[src/rtl/multiword_add_seq_if.sv]
// Operand/result handshake bundle for multiword_add_seq.
// The producer/consumer side uses the master modport; the adder stage uses slave.
interface multiword_add_seq_if #(
  parameter int width = 2,
  parameter int CNT_W = 4
) ();
  // Operand side
  logic             in_valid;
  logic             in_ready;
  logic [width:0]   a;
  logic [width:0]   b;
  logic             first;
  logic             last;
  logic             cin_init;
  // Result side
  logic             out_valid;
  logic             out_ready;
  logic [width:0]   sum;
  logic [CNT_W-1:0] out_idx;
  logic             out_last;
  logic             carry_out;
  logic             err_restart;

  modport master (
    output in_valid, a, b, first, last, cin_init, out_ready,
    input  in_ready, out_valid, sum, out_idx, out_last, carry_out, err_restart
  );

  modport slave (
    input  in_valid, a, b, first, last, cin_init, out_ready,
    output in_ready, out_valid, sum, out_idx, out_last, carry_out, err_restart
  );
endinterface

[src/rtl/multiword_add_seq.sv]
// Sequential multi-word adder: accepts operand words LS-word first, chains the
// carry between words of a packet and registers each sum word for a
// valid/ready consumer. One word per cycle, one cycle of latency.
module multiword_add_seq #(
  parameter int width = 2,
  parameter int CNT_W = 4
) (
  input  logic               clk,
  input  logic               rst_n,
  multiword_add_seq_if.slave bus
);

  typedef enum logic {
    IDLE   = 1'b0,
    IN_PKT = 1'b1
  } state_t;

  state_t           state_q, state_d;
  logic             carry_q, carry_d;
  logic [CNT_W-1:0] idx_q, idx_d;
  logic             out_valid_q, out_valid_d;
  logic [width:0]   sum_q, sum_d;
  logic [CNT_W-1:0] out_idx_q, out_idx_d;
  logic             out_last_q, out_last_d;
  logic             carry_out_q, carry_out_d;
  logic             err_q, err_d;

  logic             accept;
  logic             new_pkt;
  logic             cin_sel;
  logic [width+1:0] sum_wide;
  logic [CNT_W-1:0] word_idx;

  // The stage can take a word whenever the output register is empty or being drained.
  assign bus.in_ready = !out_valid_q || bus.out_ready;
  assign accept       = bus.in_valid && bus.in_ready;

  // A word starts a packet when nothing is open or when the producer flags it as first.
  assign new_pkt  = (state_q == IDLE) || bus.first;
  assign cin_sel  = new_pkt ? bus.cin_init : carry_q;
  assign word_idx = new_pkt ? '0 : idx_q;

  // Full-width add: the extra top bit is the word's carry out.
  assign sum_wide = {1'b0, bus.a} + {1'b0, bus.b} + {{(width + 1){1'b0}}, cin_sel};

  // Next-state, datapath load and retire logic.
  always_comb begin
    // NOTE: every variable gets its hold value first so no path leaves it unassigned (no latches).
    state_d     = state_q;
    carry_d     = carry_q;
    idx_d       = idx_q;
    out_valid_d = out_valid_q;
    sum_d       = sum_q;
    out_idx_d   = out_idx_q;
    out_last_d  = out_last_q;
    carry_out_d = carry_out_q;
    err_d       = err_q;

    if (accept) begin
      sum_d       = sum_wide[width:0];
      carry_out_d = sum_wide[width+1];
      carry_d     = sum_wide[width+1];
      out_last_d  = bus.last;
      out_idx_d   = word_idx;
      out_valid_d = 1'b1;
      idx_d       = word_idx + 1'b1;
      state_d     = bus.last ? IDLE : IN_PKT;
      if ((state_q == IN_PKT) && bus.first) begin
        err_d = 1'b1;
      end
    end else if (bus.out_ready) begin
      out_valid_d = 1'b0;
    end
  end

  // State and output registers, all cleared by the asynchronous reset.
  always_ff @(posedge clk or negedge rst_n) begin
    if (!rst_n) begin
      state_q     <= IDLE;
      carry_q     <= 1'b0;
      idx_q       <= '0;
      out_valid_q <= 1'b0;
      sum_q       <= '0;
      out_idx_q   <= '0;
      out_last_q  <= 1'b0;
      carry_out_q <= 1'b0;
      err_q       <= 1'b0;
    end else begin
      // NOTE: non-blocking assignments so every flop samples the pre-edge values.
      state_q     <= state_d;
      carry_q     <= carry_d;
      idx_q       <= idx_d;
      out_valid_q <= out_valid_d;
      sum_q       <= sum_d;
      out_idx_q   <= out_idx_d;
      out_last_q  <= out_last_d;
      carry_out_q <= carry_out_d;
      err_q       <= err_d;
    end
  end

  assign bus.out_valid   = out_valid_q;
  assign bus.sum         = sum_q;
  assign bus.out_idx     = out_idx_q;
  assign bus.out_last    = out_last_q;
  assign bus.carry_out   = carry_out_q;
  assign bus.err_restart = err_q;

endmodule

[src/flat_wrapper.sv]
// flat-port wrapper written by rule: the top's interface ports become plain ports
module multiword_add_seq_flat 
#(
  parameter int width = 2,
  parameter int CNT_W = 4
)
  (clk, rst_n, bus_in_valid, bus_a, bus_b, bus_first, bus_last, bus_cin_init, bus_out_ready, bus_in_ready, bus_out_valid, bus_sum, bus_out_idx, bus_out_last, bus_carry_out, bus_err_restart);
  multiword_add_seq_if #(.width(width), .CNT_W(CNT_W)) bus_i ();
  input  logic clk;
  input  logic rst_n;
  input wire logic [$bits(bus_i.in_valid)-1:0] bus_in_valid;
  input wire logic [$bits(bus_i.a)-1:0] bus_a;
  input wire logic [$bits(bus_i.b)-1:0] bus_b;
  input wire logic [$bits(bus_i.first)-1:0] bus_first;
  input wire logic [$bits(bus_i.last)-1:0] bus_last;
  input wire logic [$bits(bus_i.cin_init)-1:0] bus_cin_init;
  input wire logic [$bits(bus_i.out_ready)-1:0] bus_out_ready;
  output wire logic [$bits(bus_i.in_ready)-1:0] bus_in_ready;
  output wire logic [$bits(bus_i.out_valid)-1:0] bus_out_valid;
  output wire logic [$bits(bus_i.sum)-1:0] bus_sum;
  output wire logic [$bits(bus_i.out_idx)-1:0] bus_out_idx;
  output wire logic [$bits(bus_i.out_last)-1:0] bus_out_last;
  output wire logic [$bits(bus_i.carry_out)-1:0] bus_carry_out;
  output wire logic [$bits(bus_i.err_restart)-1:0] bus_err_restart;
  assign bus_i.in_valid = bus_in_valid;
  assign bus_i.a = bus_a;
  assign bus_i.b = bus_b;
  assign bus_i.first = bus_first;
  assign bus_i.last = bus_last;
  assign bus_i.cin_init = bus_cin_init;
  assign bus_i.out_ready = bus_out_ready;
  assign bus_in_ready = bus_i.in_ready;
  assign bus_out_valid = bus_i.out_valid;
  assign bus_sum = bus_i.sum;
  assign bus_out_idx = bus_i.out_idx;
  assign bus_out_last = bus_i.out_last;
  assign bus_carry_out = bus_i.carry_out;
  assign bus_err_restart = bus_i.err_restart;
  multiword_add_seq #(.width(width), .CNT_W(CNT_W)) u_core (.clk(clk), .rst_n(rst_n), .bus(bus_i));
endmodule
[config.mk]
export PLATFORM = sky130hd
export DESIGN_NAME = multiword_add_seq_flat
export DESIGN_NICKNAME = d
export VERILOG_FILES = /design/src/rtl/multiword_add_seq_if.sv /design/src/rtl/multiword_add_seq.sv /design/src/flat_wrapper.sv
export SDC_FILE = /design/constraint.sdc
export NUM_CORES = 1
export LEC_CHECK = 0
export CORE_ASPECT_RATIO = 0.9
export CORE_MARGIN = 10
export CORE_UTILIZATION = 39
export CTS_CLUSTER_DIAMETER = 30
export DETAILED_ROUTE_END_ITERATION = 10
export PLACE_DENSITY = 0.77
export SLEW_MARGIN = 20
export SYNTH_ARGS = -nofsm -noshare
export SYNTH_HDL_FRONTEND = slang
export SYNTH_SLANG_ARGS = --single-unit
[constraint.sdc]
create_clock -name clk -period 2.6 [get_ports clk]
set_input_delay 0.78 -clock clk [delete_from_list [all_inputs] [get_ports clk]]
set_output_delay 0.78 -clock clk [all_outputs]
set_load 0.02 [all_outputs]
==> summary.md <==
| Metric | Value |
|---|---|
| Period utilization | `0.957` |
| Slowest cell on crit path | `clkdlybuf4s50_1` |
| Core Region | `1950 µm²` |
| Worst Tran Pin Value | `704 ps` |
| Slew Limit Headroom | `0.529` |
| # rows | `15` |
| Drc violations | `0` |
| Mapped Nets | `85` |
| Fin nets | `113` |
| Switching part of the total | `0.298` |
| Non-Filler Instances | `119` |
| Max IR drop VDD | `0.445 mV` |
| HPWL Detailed | `1530 µm` |
| Post-Syn Area | `815 µm²` |
| Launch point of the worst reg-to-reg path | `u_core.state_q` |
| Final setup fails | `0` |
| Crit-path cells | `clkdlybuf4s50_1 -> nand2b_4 -> dlygate4sd2_1` |
| CTS root buffer | `clkbuf_4` |
| Max frequency | `402 MHz` |
| Vias per cell | `5.04` |
| Crit path DAT | `1710 ps` |
| Final Instance Area | `1110 µm²` |
| Leakage | `0.487 nW` |
| CTS tree | `done` |
| Status | `finished clean` |
| Internal | `485 µW` |
| Global placer's final weighted congestion | `0.683` |
| Htree depth | `1` |
| R2R depth | `5` |
| Mapped Cells | `67` |
| Post-synthesis sequential area ratio | `0.492` |
| Psw | `206 µW` |
| Clk slew on worst S/H paths | `90 ps` |
| Initial Utilization | `0.417` |
| Die ar. | `4320 µm²` |
| Worst Hold Depth | `1` |
| Placement Setup Slack | `-379 ps` |
| Synth unique cells | `28` |
| Fin crit period | `2490 ps` |
| DIE WIDTH | `68.2 µm` |
| Synth-to-Final Area Change | `36.3%` |
| Antenna violations before repair | `0` |
| Min-delay src | `u_core.bus.err_restart` |
| Gr usage total | `0.102` |
| Vias | `600` |
| IO Pins | `25` |
| Antenna cells | `0` |
| Max cap viols | `0` |
| DR pass1 iterations | `2` |
| #FFs+latches synth | `16` |
| Clock share of power | `0.241` |
| CTS Buf Count | `3` |
| RSZ-0062 raised after global routing | `false` |
| Syn Area/Cell | `12.2 µm²` |
| Crit path kind | `in -> out` |
| Power share of the combinational group | `0.305` |
| Die H | `63.4 µm` |
| Fraction of layout instances using a drive strength above 1 | `0.202` |
| CP max FO | `2` |
| Worst Hold End | `u_core.bus.err_restart` |
| Clock skew | `2.55 ps` |
| HP Class | `reg -> reg` |
| Final slew viol count | `0` |
| CP startpoint | `bus_out_ready` |
| Setup crit start kind | `input port` |
| DRT Wirelength | `1960 µm` |
| I/O Buffers | `24` |
| Pwr Density | `623 nW/µm²` |
| Clock Tree Buf Depth | `2` |
| Total grt overflow | `0` |
| CP Data Required Time | `1820 ps` |
| DR WL/cell | `16.5 µm` |
| Seq pwr share | `0.454` |
| Worst setup slack after layout | `112 ps` |
| Crit end category | `output pin` |
| First-pass GRT wire length | `3420 µm` |
| Post-CTS Hold Fix Bufs | `0` |
| Max stage delay on crit path | `450 ps` |
| Dpl cells | `115` |
| Yosys warning count | `0` |
| RR Endpoint | `u_core.bus.sum[1]` |
| Initial drt markers | `2` |
| Largest net degree at the start of global routing | `17` |
| R2r setup slk | `530 ps` |
| Skew-Pair Late Insertion Delay | `290 ps` |
| Sink Count | `16` |
| Final hold violations | `0` |
| Placed inst area | `1070 µm²` |
| Number of routed nets with antenna violations | `0` |
| Vias in the first global route | `685` |
==> power groups by stage <==
stage	clock network [mW]	registers, mW	logic (mW)
floorplan	0	0.342	0.0865
global placement	0	0.314	0.208
detailed placement	0	0.318	0.215
CTS	0.171	0.314	0.215
global route	0.185	0.320	0.230
finish	0.166	0.314	0.211
==> state kept, by name, indices dropped and copies added (netlist names) <==
name                    count
u_core.carry_q              1
u_core.bus.out_idx          4
u_core.bus.sum              3
u_core.bus.err_restart      1
u_core.bus.out_last         1
u_core.state_q              1
u_core.bus.out_valid        1
u_core.idx_q                4
==> cell usage in the layout (no fill, tap or decap), drive strengths merged, types with 2 or more instances in the layout <==
| cell type | n |
|---|---|
| clkbuf | 4 |
| and2 | 3 |
| nand2 | 2 |
| inv | 3 |
| ha | 3 |
| fa | 2 |
| buf | 3 |
| dfrtp | 16 |
| mux2 | 6 |
| and3 | 2 |
| dlygate4sd2 | 2 |
| nand4 | 3 |
| a21oi | 8 |
| o21ai | 3 |
| nand2b | 2 |
| clkdlybuf4s50 | 22 |
==> logic make-up (layout without fill, tap and decap cells) <==
family                     after synthesis  count (layout)  synth area share
AOI/OAI and AO/OA                       16              16             0.117
buffers and inverters                    7              34            0.0568
DFF                                     16              16             0.492
and+or+nand+nor                         15              15             0.129
muxes                                    7               7            0.0998
xor gates and xnor gates                 1               1            0.0108
adders and majority gates                5               5            0.0952
==> worst max-delay path by stage <==
| stage | endpoint | cells past startpoint |
|---|---|---|
| finish | bus_in_ready | 3 |
| global route | bus_in_ready | 3 |
| CTS | bus_in_ready | 3 |
| detailed placement | u_core.bus.sum[1] | 6 |
| global placement | u_core.bus.sum[1] | 6 |
| floorplan | u_core.bus.sum[1] | 6 |
==> area by class of cell <==
class	count	area, µm²
Fill cell	187	842
Timing Repair Buffer	27	260
Sequential cell	16	400
Clock buffer	4	36.3
Tap cell	25	31.3
Multi-Input combinational cell	44	370
Inverter	3	11.3
==> stage by stage <==
step                      total power, mW  setup TNS [ps]  hold WS (ps)   util
final                               0.691               0           481  0.569
after global routing                0.735               0           507  0.569
after CTS                           0.700               0           486  0.569
after detailed placement            0.533            -965           458  0.550
after global placement              0.522            -840           457  0.550
after floorplan                     0.429               0           484      -
==> timing repair <==
action                                  in CTS  in global routing
hold endpoints to repair                     0                  0
buffers inserted                             0                  0
resized for setup                            3                  0
endpoints found under the setup margin       3                  0
==> layer usage <==
metal  wire, µm  global-route usage
met5          0                   0
met4         46              0.0603
met3        113              0.0353
met2       1000               0.155
met1        795               0.120
==> critical path, delay by kind of cell <==
kind / cells / cell delay [ps]
AND/OR/NAND/NOR: 1 / 120
buffers and inverters: 2 / 810
==> cell usage after synthesis <==
cell      number  area (µm²)
dfrtp_1       16         400
a21oi_1        8        40.0
mux2_2         5        56.3
ha_1           3        37.5
inv_1          3        11.3
nand4_1        3        18.8
o21ai_0        3        15.0
and2_4         2        17.5
and3_1         2        12.5
buf_6          2        22.5
fa_1           2        40.0
nand2_1        2        7.51
a21o_1         1        7.51
a221o_1        1        10.0
a31o_2         1        8.76
a31oi_1        1        6.26
and2_1         1        6.26
buf_2          1        5.00
buf_4          1        7.51
mux2_4         1        15.0
mux2i_1        1        10.0
nand2b_1       1        6.26
nand2b_4       1        13.8
nand3_1        1        5.00
nor2_1         1        3.75
nor2b_4        1        13.8
o21a_1         1        7.51
xnor2_1        1        8.76
(Power assumes the default switching activity.)
